==> src/rtl/trng_arbiter.sv <==
// trng_arbiter: shares one TRNG bit source between two requesters and
// delivers WORD_W-bit random words, one requester at a time.
//
// Flow: IDLE -> WARM (discard WARMUP valid bits) -> COLLECT (shift in
// WORD_W valid bits for the round-robin owner) -> DELIVER (one-cycle grant).
// Back-to-back words go DELIVER -> COLLECT without a new warm-up.
//
// Parameters:
//   WORD_W  width of each delivered word (>= 2)
//   WARMUP  valid TRNG bits discarded after enable rises (>= 1)
//
// Ports:
//   clk          rising-edge clock
//   rst          asynchronous active-low reset
//   req[1:0]     level requests, held until granted
//   gnt[1:0]     one-hot, one-cycle grant pulse marking word delivery
//   rdata        random word, valid only while gnt != 0 (0 otherwise)
//   trng_enable  TRNG enable
//   trng_bit     TRNG random bit, sampled only when trng_valid is high
//   trng_valid   TRNG bit qualifier
//   busy         high in every state except IDLE
//   health_fail  (only with TRNG_ARBITER_HEALTH_EN) sticky repetition-count
//                failure flag
//
// Optional feature macro: TRNG_ARBITER_HEALTH_EN. When defined, 8 identical
// consecutive valid bits in COLLECT set health_fail, discard the word and
// return to WARM; from then on the block parks in IDLE with the TRNG
// disabled until reset.
module trng_arbiter #(
  parameter int WORD_W = 16,
  parameter int WARMUP = 8
) (
  input  logic              clk,
  input  logic              rst,
  input  logic [1:0]        req,
  output logic [1:0]        gnt,
  output logic [WORD_W-1:0] rdata,
  output logic              trng_enable,
  input  logic              trng_bit,
  input  logic              trng_valid,
  output logic              busy
`ifdef TRNG_ARBITER_HEALTH_EN
  ,
  output logic              health_fail
`endif
);

  // Counters are sized to hold their terminal value without wrapping.
  localparam int BC_W = $clog2(WORD_W + 1);
  localparam int WC_W = (WARMUP < 1) ? 1 : $clog2(WARMUP + 1);

  typedef enum logic [1:0] {
    IDLE,
    WARM,
    COLLECT,
    DELIVER
  } state_t;

  state_t            state, state_n;
  logic              owner, owner_n;
  logic              last, last_n;
  logic [WC_W-1:0]   warm_cnt, warm_n;
  logic [BC_W-1:0]   bit_cnt, bit_n;
  logic [WORD_W-1:0] shreg, shreg_n;

`ifdef TRNG_ARBITER_HEALTH_EN
  logic [3:0] run_cnt, run_n;
  logic       prev_bit, prev_n;
  logic       hfail, hfail_n;

  assign health_fail = hfail;
`endif

  // Round-robin pick: on a tie the requester not served last wins.
  function automatic logic arb(input logic [1:0] r, input logic l);
    return (r == 2'b11) ? ~l : r[1];
  endfunction

  always_ff @(posedge clk or negedge rst) begin
    if (!rst) begin
      state    <= IDLE;
      owner    <= 1'b0;
      last     <= 1'b1;
      warm_cnt <= '0;
      bit_cnt  <= '0;
      shreg    <= '0;
`ifdef TRNG_ARBITER_HEALTH_EN
      run_cnt  <= '0;
      prev_bit <= 1'b0;
      hfail    <= 1'b0;
`endif
    end else begin
      state    <= state_n;
      owner    <= owner_n;
      last     <= last_n;
      warm_cnt <= warm_n;
      bit_cnt  <= bit_n;
      shreg    <= shreg_n;
`ifdef TRNG_ARBITER_HEALTH_EN
      run_cnt  <= run_n;
      prev_bit <= prev_n;
      hfail    <= hfail_n;
`endif
    end
  end

  always_comb begin
    state_n     = state;
    owner_n     = owner;
    last_n      = last;
    warm_n      = warm_cnt;
    bit_n       = bit_cnt;
    shreg_n     = shreg;
    gnt         = '0;
    rdata       = '0;
    trng_enable = 1'b0;
    busy        = (state != IDLE);
`ifdef TRNG_ARBITER_HEALTH_EN
    // Repetition runs are only tracked inside one COLLECT stretch.
    run_n   = (state == COLLECT) ? run_cnt : '0;
    prev_n  = prev_bit;
    hfail_n = hfail;
`endif

    case (state)
      IDLE: begin
        warm_n = '0;
        bit_n  = '0;
        if (|req) state_n = WARM;
      end

      WARM: begin
        trng_enable = 1'b1;
        if (req == 2'b00) begin
          state_n = IDLE;
        end else if (trng_valid) begin
          warm_n = warm_cnt + WC_W'(1);
          if (warm_n == WC_W'(WARMUP)) begin
            state_n = COLLECT;
            owner_n = arb(req, last);
            bit_n   = '0;
            shreg_n = '0;
          end
        end
      end

      COLLECT: begin
        trng_enable = 1'b1;
        if (!req[owner]) begin
          // Owner withdrew: drop the partial word and re-arbitrate.
          bit_n   = '0;
          shreg_n = '0;
`ifdef TRNG_ARBITER_HEALTH_EN
          run_n   = '0;
`endif
          if (|req) owner_n = arb(req, last);
          else      state_n = IDLE;
        end else if (trng_valid) begin
          shreg_n = {shreg[WORD_W-2:0], trng_bit};
          bit_n   = bit_cnt + BC_W'(1);
`ifdef TRNG_ARBITER_HEALTH_EN
          run_n  = (run_cnt != 4'd0 && trng_bit == prev_bit) ? run_cnt + 4'd1 : 4'd1;
          prev_n = trng_bit;
          if (run_n == 4'd8) begin
            hfail_n = 1'b1;
            state_n = WARM;
            warm_n  = '0;
            bit_n   = '0;
            run_n   = '0;
            shreg_n = '0;
          end else if (bit_n == BC_W'(WORD_W)) begin
            state_n = DELIVER;
          end
`else
          if (bit_n == BC_W'(WORD_W)) state_n = DELIVER;
`endif
        end
      end

      DELIVER: begin
        trng_enable = 1'b1;
        gnt[owner]  = 1'b1;
        rdata       = shreg;
        last_n      = owner;
        bit_n       = '0;
        // The just-served owner counts as last served for this pick.
        if (|req) begin
          state_n = COLLECT;
          owner_n = arb(req, owner);
        end else begin
          state_n = IDLE;
        end
      end

      default: state_n = IDLE;
    endcase

`ifdef TRNG_ARBITER_HEALTH_EN
    // A failed health test parks the block with the TRNG off until reset.
    if (hfail) begin
      state_n     = IDLE;
      trng_enable = 1'b0;
    end
`endif
  end

endmodule

==> config.mk <==
export PLATFORM = sky130hd
export DESIGN_NAME = trng_arbiter
export DESIGN_NICKNAME = d
export VERILOG_FILES = /design/src/rtl/trng_arbiter.sv
export SDC_FILE = /design/constraint.sdc
export NUM_CORES = 1
export LEC_CHECK = 0
export BUFFER_PORTS_ARGS = -buffer_cell sky130_fd_sc_hd__buf_2
export CAP_MARGIN = 10
export CORE_MARGIN = 5
export CORE_UTILIZATION = 52
export CTS_BUF_LIST = sky130_fd_sc_hd__clkbuf_4 sky130_fd_sc_hd__clkbuf_8
export CTS_CLUSTER_DIAMETER = 60
export DETAILED_ROUTE_END_ITERATION = 6
export HOLD_SLACK_MARGIN = 0.06
export PLACE_DENSITY = 0.77
export RECOVER_POWER = 100
export SETUP_SLACK_MARGIN = 0.15
export SYNTH_ARGS = -nofsm -noshare
export SYNTH_HDL_FRONTEND = slang
export SYNTH_SLANG_ARGS = --single-unit
==> constraint.sdc <==
create_clock -name clk -period 1.7 [get_ports clk]
set_input_delay 0.34 -clock clk [delete_from_list [all_inputs] [get_ports clk]]
set_output_delay 0.34 -clock clk [all_outputs]
set_load 0.1 [all_outputs]
---- Yosys cells after proc, flatten, opt, wreduce, memory -nomap -nowiden ----
Cells that the tools add are included.
cells by class
  $add $sub $neg .......................... 2
  order comparisons ....................... 2
  equality and inequality tests ........... 18
  muxes and demuxes ....................... 41
  bitwise operators ....................... 2
  reductions and logical operators ........ 15
operator list
  operator                                                        count
  16-bit 2-to-1 mux                                               6
  16-bit one-hot mux with 2 select lines                          1
  5-bit 2-to-1 mux                                                5
  2-bit 2-to-1 mux                                                10
  3-bit != test (second input constant)                           5
  5-bit one-hot mux with 3 select lines                           1
  2-bit != test (second input constant)                           7
  1-bit 2-to-1 mux                                                12
  4-bit 2-to-1 mux                                                2
  2-bit one-hot mux with 4 select lines                           1
  4-bit one-hot mux with 2 select lines                           1
  7-bit AND reduction                                             1
  2-bit == test (second input constant)                           3
  6-bit AND reduction                                             1
  2-bit nonzero test                                              3
  5-bit by 1-bit adder with 5-bit output (second input constant)  1
  5-bit == test (second input constant)                           1
  5-bit AND reduction                                             1
  4-bit by 1-bit adder with 4-bit output (second input constant)  1
  4-bit == test (second input constant)                           1
  2-bit logical NOT                                               2
  4-bit AND reduction                                             1
  2-bit OR reduction                                              2
  1-bit one-hot mux with 3 select lines                           1
  other kinds (9)                                                 10
storage, ports and cells
  register bits ........................... 29
  input bits .............................. 6
  output and inout port bits .............. 20
  word-level logic and storage cells ...... 86

---- Longest topological paths before layout ----
Gate-level depths: netlist (run 1).
  word-level depth ........................ 6
  gate-level depth with buffers ........... 6
  gate-level depth less buffers ........... 5

---- Worst setup path before layout (run 1) ----
Ideal clock, no wire load.
  kind .................................... register to output
  start point ............................. register state[0]
  end point ............................... output gnt[0]
  arrival time ............................ 2.261 ns
  data required time ...................... 1.360 ns
  path slack .............................. -0.901 ns
  stages on the path, launching flop included .. 5
  path buffers ............................ 2
  cells stage by stage .................... dfrtp_1 buf_2 nand2_1 clkbuf_1 nor2_1
between the ends
  longest elaborated chain between the ends .. 2
RTL lines
  what                      RTL line  text
  start: declaration        59        state_t state, state_n;
  start signal: assignment  93        state <= state_n;
  2-bit == test             125       case (state)
  2-bit 2-to-1 mux          125
  end: declaration          36        output logic [1:0] gnt,
No other way between the ends.

---- Worst setup path after layout (run 1) ----
  start point ............................. register state[1]
  end point ............................... register shreg[12]
between the ends
  longest elaborated chain between the ends .. 3
  elaborated cells on any way between the ends .. 9
  those cells by class .................... eq/ne: 6; mux: 1; reduce/logical: 2
RTL lines
  what                                                                              RTL line  text
  2-bit == test / 2-bit by 1-bit == test with 1-bit output (equally long branches)  125
  3-bit != test (no source line), or another cell as far along                      --
  5-bit AND reduction (no source line)                                              --
  end signal: assignment                                                            98        shreg <= shreg_n;
  end: declaration                                                                  64        logic [WORD_W-1:0] shreg, shreg_n;
Parallel ways exist; a longest one is shown, timed or not.
A chain may end at the register's enable or synchronous reset.

==> summary.md, run 1 <==
| Metric | Value |
|---|---|
| Status | finished, violations left |
| Violated checks | negative setup slack |
| DP Area | 2270 um2 |
| Leakage | 1.09 nW |
| Hold path cells | 3 |
| Net Sw Power | 1.00 mW |
| Synth Net Count | 187 |
| Detailed placer's ending HPWL | 2710 um |
| DRT Wirelength | 6210 um |
| First-pass GRT wire length | 7280 um |
| Initial antenna violation count | 0 |
| Tightest Pin Transition | 765 ps |
| Endpoints failing setup | 23 |
| DR pass1 iterations | 5 |
| Slew HR | 49.0% |
| Yosys cell types | 38 |
| Crit path capture type | flip-flop |
| RSZ-0062 raised after global routing | yes |
| Worst setup margin | -75.1 ps |
| Die width | 65.6 um |
| R2R setup slack | -80 ps |
| Largest net degree at the start of global routing | 30 |
| VDD IR max | 0.00114 V |
| Hold_ws | 308 ps |
| Final Net Count | 239 |
| Combinational family with the most area after synthesis | simple AND/OR/NAND/NOR gates |
| F_max | 563 MHz |
| DR DRC count | 0 |
| Area share of the largest cell type after synthesis | 43.6% |
| Post-synthesis xor/xnor area fraction | 0.545% |
| Synth Area in Simple Gates | 18.1% |
| Sequential area share after synthesis | 45.2% |
| Number of CTS-inserted buffers | 5 |
| CP arrival | 2030 ps |
| Avg WL per Cell | 23.4 um |
| GRT Residual Overflow | 0 |
| Vias | 1693 |
| Worst-Skew Late Latency | 360 ps |
| Primary FF master, synth | dfrtp_1 |
| GP Congestion | 0.823 |
| Pint | 1.46 mW |
| Synth Warn # | 0 |
| # port buffers | 25 |
| EDFF count, synth | 0 |
| Pre-CTS setup slack | 91.4 ps |
| Most frequent cell after synthesis | nand2_1 |
| Finished Layout Cells | 265 |
| Fin crit period | 1780 ps |
| Row Count | 20 |
| Vias in the first global route | 1530 |
| Complex-gate fraction of the synthesized area | 15.3% |
| Maxcap violations | 0 |
| R2R depth | 6 |
| Clk_skew | 21.0 ps |
| Cells after synthesis | 179 |
| Setup tns final | -465 ps |
| FFs w/ async S/R, synth | 100% |
| Synth top area cells | dfrtp_1 (44%), mux2i_1 (10%), nand2_1 (6.8%) |
| Flop pwr share | 37.9% |
| DIE AREA | 4300 um2 |
| Pwr Density | 900 nW/um2 |
| Adder-cell share of the synthesized area | 1.56% |
| Clock sinks | 29 |
| Initial core utilization | 53.5% |
| Clock buffer depth | 2 |
| Diode count | 0 |
| Design area | 2730 um2 |
| Core region area | 3000 um2 |
| TritonCTS clock tree | built |
| Clock power share | 20.6% |
| Worst setup SP type | flip-flop |
| Post-route ant nets | 0 |
| FILL cells | 114 |
| Root Buffer | clkbuf_4 |
| Htree depth | 2 |
| Multiplexer share of the synthesized area | 12.1% |
| Synth area leader | dfrtp_1 |
| Layout Utilization | 91.0% |
| Total power | 2.46 mW |
| CTS clk-pin slew, worst paths | 100 ps |
| Die height | 65.6 um |
| HP Start | trng_bit |
| R2r startpoint | state[1] |
| Tot GR Track Use | 22.6% |
| Area growth syn-to-layout | 70.0% |
| Average cell area after synthesis | 8.98 um2 |
| Final hold viol count | 0 |
| Hold WC Path Type | in2reg |
| Post-synth top cells | nand2_1 (29), dfrtp_1 (28), inv_1 (21), nor2_1 (21), mux2i_1 (16) |
| Fraction of layout cells with a size suffix above 1 | 46.1% |
| CP max FO | 8 |
| Cell total after placement | 238 |
| Required @ worst endpoint | 1960 ps |
| FF-to-FF End | shreg[12] |
| # IOs | 26 |
| Final Cycle Share | 104% |
| Logic pwr share | 41.6% |
| Synthesized cell area | 1610 um2 |
| Routed vias/inst | 6.39 |
| Hold path endpoint | shreg[0] |
| CP Class | reg2reg |
| Initial DRC count | 171 |
| Pins Over Slew Limit | 0 |
| Number of synthesized register bits | 29 |
| Sw Share | 40.8% |
==> power groups by stage <==
stage                     Clock (mW)  Sequential, mW  Combinational [mW]
after floorplan                    0           0.895               0.491
after global placement             0           0.912               0.668
after detailed placement           0           0.923               0.695
after CTS                      0.486           0.898               0.869
after global routing           0.551           0.940                1.07
final                          0.506           0.931                1.02
==> how the worst max path moves through the flow <==
stage               cells past startpoint  slack [ps]         from         to
CTS                                     4          20     state[1]   rdata[5]
detailed placement                      6          90  warm_cnt[0]   shreg[0]
finish                                  6         -80     state[1]  shreg[12]
floorplan                               4         -60     state[0]     gnt[0]
global placement                        6         170  warm_cnt[0]  shreg[10]
global route                            6        -120     state[1]  shreg[12]
==> registers in the layout, summed over array words and instances (netlist names) <==
register  count
shreg        16
last          1
owner         1
state         2
warm_cnt      4
bit_cnt       5
==> repair_timing <==
action | 4_1_cts | 5_1_grt
setup endpoints to repair | 41 | 42
endpoints found under the hold margin | 28 | 0
buffers inserted | 6 | 5
cloned | 3 | 4
gates resized for setup | 14 | 35
pin swaps | 6 | 12
hold buffers | 1 | 0
==> cell usage in the layout, fill, tap and decap left out, types with 5 or more instances in the layout <==
cell,n
clkbuf_4,7
buf_4,6
nand2_1,23
buf_6,11
inv_1,21
dfrtp_2,5
dfrtp_1,23
o21ai_0,7
nor2_4,18
buf_12,23
mux2i_1,14
==> area by class of cell <==
cell class / instances / area (um2) / share of cell area (%)
flip-flops and latches: 29 / 733 / 26.8
well taps: 33 / 41.3 / 1.51
clock buffers: 8 / 66.3 / 2.43
repair buffers: 49 / 739 / 27.1
multi-input cells: 125 / 1070 / 39.3
inverters: 21 / 78.8 / 2.88
==> metal layers <==
metal	up-vias	global-route usage, %	routed length, um
met2	117	42.1	3120
met4	0	9.84	229
li1	721	-	-
met5	-	0	0
met3	31	4.44	509
met1	824	24.5	2360
==> worst max-delay path: stages, from the launching register on <==
cell and delay [ps]:
dfrtp_2 470, buf_4 180, nor2b_1 210, o21ai_2 130
o32ai_4 200, clkbuf_16 240, mux2i_1 250
==> cell families (layout without fill, tap and decap cells) <==
| family | after synthesis | count (layout) |
|---|---|---|
| and+or+nand+nor | 65 | 68 |
| AOI/OAI and AO/OA | 36 | 36 |
| DFF | 29 | 29 |
| buffers and inverters | 28 | 78 |
| muxes | 18 | 18 |
| adders and majority gates | 2 | 2 |
| xor gates and xnor gates | 1 | 1 |
(Power assumes the default switching activity.)
==> run 2, diff against run 1 <==
- CAP_MARGIN: 10 -> 20
- CORE_UTILIZATION: 52 -> 50
- CTS_BUF_LIST: sky130_fd_sc_hd__clkbuf_4 sky130_fd_sc_hd__clkbuf_8 -> sky130_fd_sc_hd__clkbuf_16
- PLACE_DENSITY: 0.77 -> 0.75
- TNS_END_PERCENT: not set -> 1
==> run 2 against run 1 <==
Against the previous run:
- the run now ends clean
- core utilization decreased by 12 points
- via count down 9.9%
- power grew 6.3%
- cell area shrank 11%
- die area increased by 3.4%
- largest power group unchanged
- highest routed layer unchanged
==> summary.md, run 2 (same netlist as run 1, synthesis figures left out) <==
| Metric | Value |
|---|---|
| DIE AREA | 4450 um2 |
| Most common cell after layout, fill and taps aside | nand2_1 |
| Number of CTS-inserted buffers | 5 |
| Hold_ws | 117 ps |
| Detailed placer's ending HPWL | 2690 um |
| Worst path cell trace | buf_6 -> nand2_8 -> nor2_4 -> buf_8 |
| # IOs | 26 |
| Met1 usage | 26.5% |
| Final Net Count | 234 |
| Pwr Density | 1070 nW/um2 |
| Fin crit period | 1640 ps |
| GR Layer Usage met3 | 6.07% |
| Slowest stage delay, CP | 390 ps |
| CP arrival | 1300 ps |
| Initial DRC count | 80 |
| DRT Wirelength | 4810 um |
| Crit path capture type | primary output |
| Pins Over Slew Limit | 0 |
| Final hold viol count | 0 |
| Count of buffer and inverter cells on the critical path | 2 |
| Layout Utilization | 79.3% |
| Area growth syn-to-layout | 51.8% |
| # port buffers | 25 |
| Hold buffer count at cts | 0 |
| Largest net degree at the start of global routing | 30 |
| GP Congestion | 0.865 |
| Endpoints failing setup | 0 |
| Clock buffer depth | 2 |
| Die width | 66.7 um |
| Finished Layout Cells | 271 |
| Root Buffer | clkbuf_16 |
| CTS clk-pin slew, worst paths | 50 ps |
| Clk_skew | 10.9 ps |
| Htree depth | 2 |
| Cell total after placement | 251 |
| Max reg flops | 16 |
| Leakage | 0.987 nW |
| Hold WC Path Type | in2async |
| DR DRC count | 0 |
| First-pass GRT wire length | 7670 um |
| TritonCTS clock tree | built |
| Core region area | 3080 um2 |
| Worst setup margin | 56.6 ps |
| Pre-CTS setup slack | 40.9 ps |
| Fraction of layout cells with a size suffix above 1 | 36.6% |
| CP max FO | 9 |
| Status | finished, final reports clean |
| Diode count | 0 |
| DR pass1 iterations | 4 |
| Setup tns final | 0 ps |
| Tightest Pin Transition | 740 ps |
| RSZ-0062 raised after global routing | yes |
| VDD IR max | 0.00122 V |
| Vias | 1525 |
| Reg with most FFs | shreg |
| Met2 Track Usage GR | 40.7% |
| Slew HR | 50.7% |
| Die height | 66.7 um |
| Row Count | 20 |
| Avg WL per Cell | 17.8 um |
| F_max | 609 MHz |
| Routed vias/inst | 5.63 |
| Post-route ant nets | 0 |
| Number of cells on the critical path | 4 |
| Largest regs | shreg: 16 flops, bit_cnt: 5 flops, warm_cnt: 4 flops |
| CP Class | reg2out |
| Initial core utilization | 52.2% |
| Initial antenna violation count | 0 |
| Critical path's top delay family | flip-flops |
| Final Cycle Share | 96.7% |
| Worst-Skew Late Latency | 280 ps |
| Clock sinks | 29 |
| CP max stage cell | dfrtp_2 |
| Vias in the first global route | 1624 |
| Worst setup SP type | flip-flop |
| Most Crowded Layer GR | met2 |
| Required @ worst endpoint | 1360 ps |
| R2R depth | 6 |
| Commonest non-fill, non-tap cells in the layout | nand2_1 (28), dfrtp_1 (25), inv_1 (23), nor2_4 (17), mux2i_1 (16) |
| Tot GR Track Use | 23.0% |
| Maxcap violations | 0 |
| GRT Residual Overflow | 0 |
## run 2: cell count changes in the layout (fill, tap and decap cells not counted), sizes merged
cell / change
inv: +2
nand2: -1
clkbuf: -1
buf: -5
clkinv: +1
dlygate4sd3: -1
## run 2: per-stage QoR
stage	cell area (um2)	power (mW)
after CTS	2520	2.59
after detailed placement	2280	1.65
after floorplan	1780	1.37
after global routing	2440	2.73
final	2440	2.61
after global placement	2280	1.61
## run 2: where the power goes
| group | switching [mW] | internal, mW |
|---|---|---|
| clock | 0.298 | 0.524 |
| sequential | 0.0881 | 0.803 |
| combinational | 0.543 | 0.356 |
## run 2: path summary, 6_finish.rpt
path / endpoint / slack [ps] / startpoint
min in group clk: shreg[0] / 340 / trng_bit
hold / removal: warm_cnt[0] / 120 / rst
max in group asynchronous: state[0] / 1060 / rst
setup reg to reg: warm_cnt[0] / 100 / state[1]
setup / recovery: rdata[1] / 60 / state[1]
hold reg to reg: bit_cnt[4] / 510 / bit_cnt[4]
## run 2: final cells by class
type                       count  area [um2]
tap                           44        55.1
timing repair buffer          45         479
multi-input combinational    124         961
sequential                    29         731
clock inverter                 3        11.3
fill                         186         637
inverter                      21        78.8
clock buffer                   5         125
## run 2: metal layers
metal,routed length (um),up-vias
met5,0,-
met4,112,0
met3,274,9
met2,2580,62
met1,1840,753
li1,-,701
## run 2: repair_timing
action                                  in CTS  in global routing
endpoints found under the setup margin      40                 41
pin swaps                                    1                  1
buffers inserted                             8                  1
cloned                                       2                  1
resized for setup                            7                  7
## run 2: worst register-to-register path: cells and delay by family, from the launching register on
kind                   cells  cell delay [ps]
buffers and inverters      3              550
DFF                        1              390
and+or+nand+nor            1               70
muxes                      1              290
AOI/OAI and AO/OA          1              190
